==> src/rtl/conv_output_stage.sv <==
// Output stage behind the pipelined adder tree: tag realignment, group accumulation,
// requantization, output FIFO and credit flow control. Optional macro RELU_EN clamps negative results to 0.
module conv_output_stage #(
  parameter int unsigned IN_W       = 28,
  parameter int unsigned OUT_W      = 14,
  parameter int unsigned SHIFT      = 7,
  parameter int unsigned ADDER_LAT  = 3,
  parameter int unsigned FIFO_DEPTH = 4
) (
  input  logic             clk,
  input  logic             reset,
  input  logic             mac_valid,
  input  logic             mac_last,
  output logic             mac_ready,
  input  logic [IN_W-1:0]  sum_in,
  output logic [OUT_W-1:0] out_data,
  output logic             out_valid,
  input  logic             out_ready,
  output logic             overflow_err
);

  localparam int unsigned PW = $clog2(FIFO_DEPTH);
  localparam int unsigned CW = $clog2(FIFO_DEPTH + ADDER_LAT + 2);
  localparam logic [IN_W:0] RND = {{IN_W{1'b0}}, 1'b1} << (SHIFT - 1);

  logic [ADDER_LAT-1:0] tag_v_q;
  logic [ADDER_LAT-1:0] tag_l_q;
  logic                 t_valid;
  logic                 t_last;

  logic [IN_W-1:0]      acc_q;
  logic [IN_W-1:0]      acc_d;
  logic [IN_W-1:0]      acc_sat;
  logic [IN_W:0]        add_ext;
  logic                 first_q;

  logic [IN_W:0]        rnd_sum;
  logic signed [IN_W:0] rq_shift;
  logic [OUT_W-1:0]     rq_d;

  logic [OUT_W-1:0]     mem_q [FIFO_DEPTH];
  logic [PW:0]          wr_ptr_q;
  logic [PW:0]          rd_ptr_q;
  logic [PW:0]          count;
  logic                 full;
  logic                 push;
  logic                 pop;
  logic                 push_ok;
  logic                 overflow_q;

  logic [CW-1:0]        inflight;
  logic [CW-1:0]        committed;

  assign t_valid = tag_v_q[ADDER_LAT-1];
  assign t_last  = tag_l_q[ADDER_LAT-1];

  // The last flag is stored pre-qualified so the credit count can sum it directly.
  always_ff @(posedge clk) begin
    if (reset) begin
      tag_v_q <= '0;
      tag_l_q <= '0;
    end else begin
      tag_v_q[0] <= mac_valid;
      tag_l_q[0] <= mac_valid & mac_last;
      for (int unsigned i = 1; i < ADDER_LAT; i++) begin
        tag_v_q[i] <= tag_v_q[i-1];
        tag_l_q[i] <= tag_l_q[i-1];
      end
    end
  end

  always_comb begin
    add_ext = {acc_q[IN_W-1], acc_q} + {sum_in[IN_W-1], sum_in};
    if (add_ext[IN_W] != add_ext[IN_W-1])
      acc_sat = add_ext[IN_W] ? {1'b1, {(IN_W-1){1'b0}}} : {1'b0, {(IN_W-1){1'b1}}};
    else
      acc_sat = add_ext[IN_W-1:0];
    acc_d = first_q ? sum_in : acc_sat;
  end

  always_ff @(posedge clk) begin
    if (reset) begin
      acc_q   <= '0;
      first_q <= 1'b1;
    end else if (t_valid) begin
      acc_q   <= acc_d;
      first_q <= t_last;
    end
  end

  // Round half up at IN_W+1 bits, then clamp when the upper bits are not pure sign extension.
  always_comb begin
    rnd_sum  = {acc_d[IN_W-1], acc_d} + RND;
    rq_shift = $signed(rnd_sum) >>> SHIFT;
    if ((rq_shift[IN_W:OUT_W-1] == '0) || (rq_shift[IN_W:OUT_W-1] == '1))
      rq_d = rq_shift[OUT_W-1:0];
    else
      rq_d = rq_shift[IN_W] ? {1'b1, {(OUT_W-1){1'b0}}} : {1'b0, {(OUT_W-1){1'b1}}};
`ifdef RELU_EN
    if (rq_d[OUT_W-1])
      rq_d = '0;
`else
`endif
  end

  assign count     = wr_ptr_q - rd_ptr_q;
  assign full      = (count == (PW+1)'(FIFO_DEPTH));
  assign out_valid = (count != '0);
  assign pop       = out_valid & out_ready;
  assign push      = t_valid & t_last;
  assign push_ok   = push & (~full | pop);
  assign out_data  = mem_q[rd_ptr_q[PW-1:0]];

  always_ff @(posedge clk) begin
    if (reset) begin
      wr_ptr_q   <= '0;
      rd_ptr_q   <= '0;
      overflow_q <= 1'b0;
      for (int unsigned i = 0; i < FIFO_DEPTH; i++)
        mem_q[i] <= '0;
    end else begin
      if (push_ok) begin
        mem_q[wr_ptr_q[PW-1:0]] <= rq_d;
        wr_ptr_q                <= wr_ptr_q + (PW+1)'(1);
      end
      if (pop)
        rd_ptr_q <= rd_ptr_q + (PW+1)'(1);
      if (push && !push_ok)
        overflow_q <= 1'b1;
    end
  end

  assign overflow_err = overflow_q;

  // Every last beat in flight already owns a FIFO slot; mac_ready grants one more.
  always_comb begin
    inflight = '0;
    for (int unsigned i = 0; i < ADDER_LAT; i++)
      inflight = inflight + CW'(tag_l_q[i]);
    committed = CW'(count) + inflight + CW'(mac_valid & mac_last);
  end

  assign mac_ready = (committed < CW'(FIFO_DEPTH));

endmodule
==> config.mk <==
export PLATFORM = sky130hd
export DESIGN_NAME = conv_output_stage
export DESIGN_NICKNAME = d
export VERILOG_FILES = /design/src/rtl/conv_output_stage.sv
export SDC_FILE = /design/constraint.sdc
export NUM_CORES = 1
export LEC_CHECK = 0
export ABC_CLOCK_PERIOD_IN_PS = 7900
export CORE_ASPECT_RATIO = 1.1
export CORE_UTILIZATION = 40
export CTS_BUF_LIST = sky130_fd_sc_hd__clkbuf_4 sky130_fd_sc_hd__clkbuf_8
export DETAILED_ROUTE_END_ITERATION = 8
export HOLD_SLACK_MARGIN = 0.08
export PLACE_DENSITY_LB_ADDON = 0.25
export SYNTH_ARGS = -nofsm -noshare
export SYNTH_HDL_FRONTEND = slang
export SYNTH_SLANG_ARGS = --single-unit
==> constraint.sdc <==
create_clock -name clk -period 7.9 [get_ports clk]
set_input_delay 0.79 -clock clk [delete_from_list [all_inputs] [get_ports clk]]
set_output_delay 0.79 -clock clk [all_outputs]
set_load 0.005 [all_outputs]
**Yosys cells after proc, flatten, opt, wreduce, memory -nomap -nowiden**

Memories as Yosys holds them, arrays and structs flattened. A register that Yosys moved wholly into a read port is not among the register bits.
Cells that the tools add are included.

- Input port bits: 33
- Register bits: 42
- Latch bits: 0
- Memories: 1
- Bits in read-only memories: 0
- Output and inout bits: 17
- Memory bits (writable): 56
- Word-level logic and storage cells: 49

Memories:

| memory | depth | width | rd ports | clocked after memory_dff | wr ports | line | text |
|---|---|---|---|---|---|---|---|
| mem_q | 4 | 14 | 1 | 1 | 4 | 41 | `logic [OUT_W-1:0] mem_q [FIFO_DEPTH];` |

- Shift-type cells: 0
- Bitwise logic cells: 7
- Divide/modulo/power cells: 0
- $mul: 0
- Add/subtract/negate cells: 9
- Reductions and logical operators: 6
- Equal/unequal tests: 3
- Mux-type cells: 15
- $lt $le $gt $ge: 1

Operator list:

| cell | number |
|---|---|
| 2-to-1 mux 28 bit | 3 |
| 2-to-1 mux 14 bit | 3 |
| adder 28 x 28 -> 29 bit | 1 |
| adder 28 x 8 -> 29 bit, second input constant | 1 |
| equality test 16 bit, second input constant | 1 |
| zero test 16 bit | 1 |
| OR reduction 14 bit | 1 |
| adder 3 x 1 -> 3 bit, second input constant | 2 |
| 2-to-1 mux 1 bit | 6 |
| 2-to-1 mux 2 bit | 3 |
| bitwise AND 1 bit | 5 |
| adder 3 x 3 -> 4 bit | 1 |
| adder 4 x 1 -> 4 bit | 1 |
| < comparator 4 x 3 -> 1 bit, second input constant | 1 |
| adder 2 x 1 -> 3 bit | 1 |
| equality test 3 bit, second input constant | 1 |
| nonzero test 3 bit | 1 |
| subtractor 3 bit | 1 |
| adder 1 x 1 -> 2 bit | 1 |
| logical AND 1 bit | 1 |
| zero test 1 bit | 1 |
| logical OR 1 bit | 1 |
| != test 1 bit | 1 |
| inverter 1 bit | 1 |
| bitwise OR 1 bit | 1 |

**Longest topological paths before layout**

Gate-level depths: netlist of run 1.

- Word-level depth: 10
- Depth in mapped cells: 28
- Depth with buffers taken out: 25

**Worst setup path before layout of run 1**

Ideal clock, no wire load.

- Path kind: input to register
- Start point: in sum_in[1]
- End point: mem mem_q[1][7], data pin
- Setup time: 0.265 ns
- Data required time: 7.635 ns
- Path buffers: 4
- Data arrival time: 5.877 ns
- Path slack: 1.757 ns
- Cell stages on the path: 27
- Cell sequence: ha_1 a21oi_1 nand4b_1 a211oi_2 o21ai_0 a21oi_1 nor2_1 o21ai_0 xor2_1 inv_1 ha_1 clkbuf_1 nor2b_1 clkbuf_1 clkbuf_1 and2_0 o311ai_0 o221ai_1 nor3_1 nand4_1 nor3_1 nand2_1 xnor2_1 or4_1 nand2_2 buf_4 a21oi_1

RTL lines:

| element | line | text |
|---|---|---|
| start: declaration | 15 | `input logic [IN_W-1:0] sum_in,` |
| end: declaration | 41 |  |

==> impl_metrics.ini, run 1 <==
[outcome]
run_status = complete, no violations

[final_layout]
drive_gt1_share_pct = 8.806
areaGrowthSynthToFinish_pct = 12.37
num_antenna_cells = 0
design_area_um2 = 8090
finalNonFillerCells = 1067
fillers = 1734
final_util_pct = 45.77
final_nets = 895

[timing]
setup-tns-final_ps = 0
fin_crit_sh_pct = 89.30
hold_slack_ps = 445.1
setup_ws_ps = 845.6
finalHoldViolations = 0
worst_slew_pin_slew_ps = 1025
clock_skew_ps = 13.90
slew_headroom_pct = 31.69
rsz0062_at_grt = no
drv_slew = 0
max_freq_ghz = 0.1418
period_needed_ps = 7054
setup_viol = 0

[clock_network]
clkSinkCount = 100
cts.clk_slew.worst_paths_ps = 90
cts_resized = 0
htreeDepth = 3
ctsHoldBuffers = 0
clockBufferDepth = 2
root_buffer = clkbuf_8
clk_latency_ps = 380
cts_buffers = 9
postCtsSetupRepairBufs = 0
cts_tree = built

[global_route]
grt_max_degree = 44
antenna_found_initial = 0
grt_overflow_total = 0
grt_usage_pct = 21.85
grt_pass1_wl_um = 30850
grt_pass1_vias = 5788

[routing]
avgRoutedWirePerCell_um = 18.43
vias = 6200
vias_per_cell = 5.811
drt_first_pass_iters = 5
drtIter0Drc = 433
route.detailed.drc = 0
wl_um = 19670
antenna_left = 0

[critical_path]
required_ps = 8120
path_class = input port to flop
cp-end-kind = flop
crit_path_start_kind = input port
crit_fanout = 12
cp.arrival_ps = 7270

[min_path]
worst_hold_path_type = flop to flop

[synthesis]
ys_types = 83
synthTopCellsByCount = nor2_1 (98), a21oi_1 (80), nand2_1 (68)
synth_seq_area_share_pct = 35.59
async_flop_share_pct = 0
synth_ff_type = edfxtp_1
syn_area_um2 = 7199
yosysTopAreaCell = edfxtp_1
ys_seq_elements = 100
synth_edf_count = 56
synth.most_common_cell = nor2_1
syn_nets = 870
post_synth.cell_area_avg_um2 = 9.011
ys_warn_count = 0
synth_top_area_share_pct = 23.36
postSynthCellCount = 799
synth.area.top_cells = edfxtp_1 (23%), dfxtp_1 (12%), ha_1 (6.1%)

[place]
post-place-cells = 1051
place_congestion = 0.8877
dp_hpwl_um = 14510
pre_cts_ws_ps = 539.1
place_area_um2 = 7873
port_buffers = 49

[floorplan]
pin_count = 50
die_w_um = 129.9
die_y_um = 142.7
dieArea_um2 = 18540
start_util_pct = 40.73
core_um2 = 17680
rows = 51

[power_and_ir_drop]
p_per_area_nw_per_um2 = 162.3
power_leakage_nw = 2.972
finalPower_mw = 1.313
ir_worst_vdd_uv = 82.05

[job]
cap_violations = 0
## power breakdown
part | internal (mW) | leakage [nW] | switching, mW | total [mW]
logic | 0.171 | 1.93 | 0.177 | 0.348
clock network | 0.183 | 0.108 | 0.185 | 0.368
registers | 0.567 | 0.935 | 0.0301 | 0.597
## flip-flops by register name (all words and copies together), names as in the netlist, named ones only
name          cells
rd_ptr_q          3
mem_q            56
first_q           1
overflow_err      1
tag_l_q           3
tag_v_q           3
wr_ptr_q          3
acc_q            28
## cell type report
class	count	area, um^2	area share [%]
clock buffers	10	131.4	1.624
clock inverters	6	86.33	1.067
inverters	26	97.59	1.206
multi-input cells	627	4328	53.50
flip-flops and latches	100	2564	31.69
well taps	238	297.8	3.681
repair buffers	60	585.6	7.238
## routing by layer
layer	share of wire, %	up-vias	global-route usage, %
li1	-	3025	-
met1	47	2962	29.76
met2	47	178	34.87
met3	4.0	35	2.885
met4	2.5	0	8.813
met5	0	-	0
## worst max-delay path: stages
cell,delay [ps]
clkdlybuf4s50_1,430
ha_1,280
a21oi_1,90
nand4b_1,300
a211oi_2,500
o21ai_0,200
a21oi_1,280
nor2_1,80
o21ai_0,210
xor2_1,200
inv_1,70
ha_1,350
nor3_1,630
and2_1,330
nor2_1,90
inv_1,60
ha_1,190
and3_1,200
o21ai_2,140
nor3_4,270
xor2_1,170
nand3_1,160
o41ai_4,550
nand3_2,420
a21oi_1,270
## placed cells by master, fill, tap and decap left out, types with 18 or more instances in the layout
master           instances
o21ai_0                 32
nand3_1                 25
inv_1                   26
nor2_1                  98
ha_1                    35
clkdlybuf4s50_1         49
edfxtp_1                56
xnor2_1                 18
nand2_1                 68
mux2i_1                 25
a21oi_1                 80
dfxtp_1                 43
## kinds of logic after synthesis
| kind of cell | Yosys count | share of synthesized area (%) |
|---|---|---|
| fa+ha+maj | 38 | 6.917 |
| simple gates | 302 | 20.84 |
| mux | 40 | 8.012 |
| buf+inv | 72 | 4.293 |
| compound gates | 217 | 20.70 |
| flops | 100 | 35.59 |
| xor+xnor | 30 | 3.650 |
## final timing paths
kind                            startpoint     endpoint  slack, ps  cells past startpoint
worst max register to register    acc_q[1]  mem_q[1][9]       1360                     24
worst min register to register  tag_v_q[1]   tag_v_q[2]        450                      1
worst min-delay path            tag_v_q[1]   tag_v_q[2]        450                      1
worst max-delay path             sum_in[1]  mem_q[1][9]        850                     25
(Power assumes the default switching activity.)
==> run 2, diff against run 1 <==
--- a/config.mk
+++ b/config.mk
@@ -5,13 +5,15 @@
 export SDC_FILE = /design/constraint.sdc
 export NUM_CORES = 1
 export LEC_CHECK = 0
-export ABC_CLOCK_PERIOD_IN_PS = 7900
+export CELL_PAD_IN_SITES_DETAIL_PLACEMENT = 1
+export CELL_PAD_IN_SITES_GLOBAL_PLACEMENT = 1
 export CORE_ASPECT_RATIO = 1.1
 export CORE_UTILIZATION = 40
 export CTS_BUF_LIST = sky130_fd_sc_hd__clkbuf_4 sky130_fd_sc_hd__clkbuf_8
 export DETAILED_ROUTE_END_ITERATION = 8
 export HOLD_SLACK_MARGIN = 0.08
 export PLACE_DENSITY_LB_ADDON = 0.25
+export SKIP_LAST_GASP = 1
 export SYNTH_ARGS = -nofsm -noshare
 export SYNTH_HDL_FRONTEND = slang
 export SYNTH_SLANG_ARGS = --single-unit
==> run 2 against run 1 <==
- sequential share of layout area is essentially flat
- sequential cell count is the same
- final cell count grew 0.28%
- combinational power grew 3%
- die area is the same
- first-iteration DRC count grew 2.8%
- critical endpoint is now mem_q[3][11]
- highest routed layer unchanged
==> impl_metrics.ini, run 2 (synthesis results as in run 1) <==
[routing]
met2_length_um = 11250
drtIter0Drc = 445
drt_first_pass_iters = 4
vias = 6381
routed.top_layer = met4
avgRoutedWirePerCell_um = 21.10
met3WireLength_um = 699
wl_met1_um = 10170
vias_per_cell = 5.964
antenna_left = 0
wl_um = 22580
route.detailed.drc = 0

[critical_path]
cp.arrival_ps = 7390
cp_slowest_cell = or4_1
endpoint = mem_q[3][11]
r2r-start = acc_q[1]
startpoint = sum_in[1]
cp_top_family = simple AND/OR/NAND/NOR gates
reg2reg_depth = 26
required_ps = 8010
cp_num_cells = 27
crit_top_cell = nor2_1
crit_path_start_kind = input port
cp-end-kind = flop
r2r_slack_ps = 1130
path_class = input port to flop
rr_endpoint = mem_q[3][11]
cp_slowest_stage_delay_ps = 570
crit_fanout = 36
cp_num_buf_inv = 3

[floorplan]
pin_count = 50
die_y_um = 142.7
dieArea_um2 = 18540
die_w_um = 129.9
rows = 51
start_util_pct = 40.73
core_um2 = 17680

[global_route]
grt_usage_pct = 25.20
grt_pass1_vias = 6549
antenna_found_initial = 0
grt_overflow_total = 0
grt_pass1_wl_um = 35500
grt_max_degree = 44

[clock_network]
postCtsSetupRepairBufs = 0
cts.clk_slew.worst_paths_ps = 100
clk_latency_ps = 380
ctsHoldBuffers = 0
cts_resized = 0
cts_buffers = 9
root_buffer = clkbuf_8
htreeDepth = 3
clockBufferDepth = 2
cts_tree = built
clkSinkCount = 100

[timing]
drv_slew = 0
clock_skew_ps = 14.52
fin_crit_sh_pct = 92.15
worst_slew_pin_slew_ps = 1065
setup-tns-final_ps = 0
max_freq_ghz = 0.1374
finalHoldViolations = 0
rsz0062_at_grt = no
slew_headroom_pct = 29.00
period_needed_ps = 7280
setup_viol = 0

[final_layout]
final_nets = 898
fillers = 2098
final_common_cell = nor2_1
most-common-layout-cells = nor2_1 (98), a21oi_1 (80), nand2_1 (68), edfxtp_1 (56), clkdlybuf4s50_1 (49)
num_antenna_cells = 0
top_regs = mem_q x56, acc_q x28
regMostFlops = mem_q
drive_gt1_share_pct = 9.255
areaGrowthSynthToFinish_pct = 12.39
finalNonFillerCells = 1070
largest_register_ffs = 56

[power_and_ir_drop]
ir_worst_vdd_uv = 73.07
p_int_mw = 0.9052
seq_power_share_pct = 45.5
power_leakage_nw = 2.982
p_switching_mw = 0.4081
p_clk_share_pct = 27.1
swShare_pct = 31.08
p_per_area_nw_per_um2 = 162.3
pwr-share-comb_pct = 27.4

[place]
port_buffers = 49
place_congestion = 0.9104
post-place-cells = 1054
dp_hpwl_um = 17570

[min_path]
worst_hold_path_type = flop to flop

[outcome]
run_status = complete, no violations

[job]
cap_violations = 0
## run 2: cell types whose count changed in the layout (fill, tap and decap cells not counted)
| cell | before | now |
|---|---|---|
| clkinv_1 | 1 | 0 |
| buf_4 | 10 | 14 |
| clkinvlp_2 | 1 | 0 |
| bufinv_16 | 2 | 1 |
| inv_6 | 2 | 1 |
| clkbuf_8 | 9 | 10 |
| clkbuf_4 | 1 | 2 |
| buf_12 | 1 | 0 |
| clkinv_4 | 0 | 2 |
## run 2: cell type report
cell class,instances,area (um^2),area share (%)
Timing Repair Buffer,63,595.6,7.360
Inverter,26,97.59,1.206
Clock buffer,12,152.6,1.886
Multi-Input combinational cell,627,4328,53.49
Tap cell,238,297.8,3.680
Sequential cell,100,2564,31.68
Clock inverter,4,56.30,0.6958
## run 2: worst min-delay path by stage
stage	start	end	slack [ps]	cells past startpoint
floorplan	tag_v_q[0]	tag_v_q[1]	410	1
global placement	tag_v_q[1]	tag_v_q[2]	420	1
detailed placement	tag_v_q[1]	tag_v_q[2]	440	1
CTS	tag_v_q[1]	tag_v_q[2]	460	1
global route	tag_v_q[1]	tag_v_q[2]	480	1
finish	tag_v_q[1]	tag_v_q[2]	460	1
## run 2: metal layers
layer  up-vias  GRT usage [%]
li1       3032              -
met1      3153          32.24
met2       162          44.19
met3        34          2.061
met4         0          8.935
met5         -              0
## run 2: power by group through the flow
stage / combinational (mW) / clock (mW) / sequential, mW
2_1_floorplan: 0.238 / 0 / 0.585
3_3_place_gp: 0.349 / 0 / 0.609
3_5_place_dp: 0.359 / 0 / 0.610
4_1_cts: 0.361 / 0.364 / 0.599
5_1_grt: 0.393 / 0.381 / 0.603
6_report: 0.360 / 0.356 / 0.598
## run 2: through the flow
stage / hold slack, ps / area (um^2) / power (mW) / setup WS [ps] / utilization, %
final: 455.1 / 8092 / 1.313 / 619.8 / 45.78
after global routing: 478.5 / 8092 / 1.376 / 84.85 / 45.78
after CTS: 458.2 / 8092 / 1.324 / 676.5 / 45.78
after detailed placement: 437.0 / 7883 / 0.9697 / 282.7 / 44.60
after global placement: 422.2 / 7883 / 0.9580 / 450.0 / 44.60
after floorplan: 413.8 / 7199 / 0.8238 / 1757 / -
==> run 3, diff against run 2 <==
--- a/config.mk
+++ b/config.mk
@@ -7,8 +7,7 @@
 export LEC_CHECK = 0
 export CELL_PAD_IN_SITES_DETAIL_PLACEMENT = 1
 export CELL_PAD_IN_SITES_GLOBAL_PLACEMENT = 1
-export CORE_ASPECT_RATIO = 1.1
-export CORE_UTILIZATION = 40
+export CORE_UTILIZATION = 48
 export CTS_BUF_LIST = sky130_fd_sc_hd__clkbuf_4 sky130_fd_sc_hd__clkbuf_8
 export DETAILED_ROUTE_END_ITERATION = 8
 export HOLD_SLACK_MARGIN = 0.08
==> run 3 against run 2 <==
- global-route usage grew 5.4 points
- largest power group unchanged
- sequential share of layout area grew 0.25 points
- clock power grew 7.9%
- sequential power is essentially flat
==> impl_metrics.ini, run 3 (synthesis results as in run 1) <==
[outcome]
run_status = complete, no violations

[power_and_ir_drop]
seq_power_share_pct = 44.5
p_int_mw = 0.9278
ir_worst_vdd_uv = 79.78
swShare_pct = 31.12
p_per_area_nw_per_um2 = 167.8
pwr-share-comb_pct = 27.0
power_leakage_nw = 2.971
p_clk_share_pct = 28.5
p_switching_mw = 0.4191

[timing]
rsz0062_at_grt = no
finalHoldViolations = 0
clock_skew_ps = 12.62
period_needed_ps = 7266
setup-tns-final_ps = 0
slew_headroom_pct = 30.88
drv_slew = 0
fin_crit_sh_pct = 91.98
worst_slew_pin_slew_ps = 1037
setup_viol = 0
max_freq_ghz = 0.1376

[critical_path]
crit_path_start_kind = input port
cp.arrival_ps = 7480
cp_num_buf_inv = 3
cp_slowest_cell = a311oi_1
cp-end-kind = flop
startpoint = sum_in[1]
cp_slowest_stage_delay_ps = 720
r2r-start = acc_q[1]
path_class = input port to flop
crit_fanout = 18
required_ps = 8110
cp_top_family = compound AO/OA/AOI/OAI gates

[global_route]
antenna_found_initial = 0
grt_pass1_vias = 6818
grt_usage_pct = 30.62
grt_max_degree = 44
grt_overflow_total = 0
grt_pass1_wl_um = 37240

[floorplan]
pin_count = 50
dieArea_um2 = 15490
die_y_um = 124.5
start_util_pct = 49.35
rows = 44
die_w_um = 124.5
core_um2 = 14590

[clock_network]
root_buffer = clkbuf_8
clk_latency_ps = 390
clkSinkCount = 100
cts_tree = built
cts.clk_slew.worst_paths_ps = 100
ctsHoldBuffers = 0
htreeDepth = 3
cts_resized = 0
postCtsSetupRepairBufs = 0
cts_buffers = 9
clockBufferDepth = 2

[routing]
wl_um = 23180
antenna_left = 0
drt_first_pass_iters = 5
avgRoutedWirePerCell_um = 22.93
drtIter0Drc = 418
route.detailed.drc = 0
vias = 6370
vias_per_cell = 6.301

[final_layout]
final_nets = 893
fillers = 1668
drive_gt1_share_pct = 8.948
top_regs = mem_q x56, acc_q x28
most-common-layout-cells = nor2_1 (98), a21oi_1 (80), nand2_1 (68), edfxtp_1 (56), clkdlybuf4s50_1 (49)
regMostFlops = mem_q
final_common_cell = nor2_1
num_antenna_cells = 0
largest_register_ffs = 56
areaGrowthSynthToFinish_pct = 11.51
final_util_pct = 55.03

[job]
cap_violations = 0

[place]
port_buffers = 49
place_congestion = 0.9900
dp_hpwl_um = 17520

[min_path]
min_from = tag_v_q[1]
worst_hold_path_type = flop to flop
-- run 3: final cells by class --
type / instances / area, um^2 / area share, %
Timing Repair Buffer: 58 / 570.5 / 7.107
Tap cell: 184 / 230.2 / 2.868
Clock buffer: 11 / 138.9 / 1.730
Sequential cell: 100 / 2564 / 31.94
Multi-Input combinational cell: 627 / 4344 / 54.11
Inverter: 26 / 97.59 / 1.216
Clock inverter: 5 / 82.58 / 1.029
-- run 3: metal layers --
metal | vias to the layer above | global-route usage, % | wire length (um)
met3 | 35 | 4.424 | 1074
met5 | - | 0 | 0
met4 | 0 | 9.213 | 504
li1 | 3016 | - | -
met1 | 3146 | 40.43 | 10380
met2 | 173 | 51.74 | 11220
-- run 3: worst reg2reg max path: stages (launching register included) --
cell	delay, ps
dfxtp_1	360
ha_1	290
a21oi_1	100
nand4b_1	310
a211oi_2	560
o21ai_0	200
a21oi_1	270
nor2_1	70
o21ai_0	230
xor2_1	220
inv_1	70
ha_1	320
nor2b_1	180
buf_12	190
nand3_1	90
o21ai_0	80
a311oi_1	720
and3_1	310
o21ai_2	150
nor3_4	280
xor2_1	170
nand3_1	170
o41ai_4	560
nand3_2	390
a21oi_1	320
-- run 3: path summary, 6_finish.rpt --
kind             endpoint  slack [ps]  cells after the start
max reg2reg  mem_q[0][11]        1120                     24
max          mem_q[0][11]         630                     25
min reg2reg    tag_v_q[2]         460                      1
min            tag_v_q[2]         460                      1
-- run 3: stage by stage --
stage | total power, mW | area, um^2 | setup slack (ps) | std cells | hold WS (ps)
final | 1.347 | 8028 | 633.9 | 1011 | 459.1
after global routing | 1.401 | 8028 | 131.7 | 1011 | 483.1
after CTS | 1.348 | 8011 | 386.3 | 1011 | 465.0
after detailed placement | 0.9697 | 7790 | 82.69 | 995 | 440.9
after global placement | 0.9520 | 7790 | 234.0 | 995 | 421.9
after floorplan | 0.8238 | 7199 | 1757 | 799 | 413.8
-- run 3: power groups by stage --
stage               Sequential (mW)  Clock (mW)  Combinational (mW)
CTS                           0.601       0.385               0.362
finish                        0.599       0.384               0.364
detailed placement            0.612           0               0.358
floorplan                     0.585           0               0.238
global route                  0.604       0.403               0.393
global placement              0.609           0               0.343
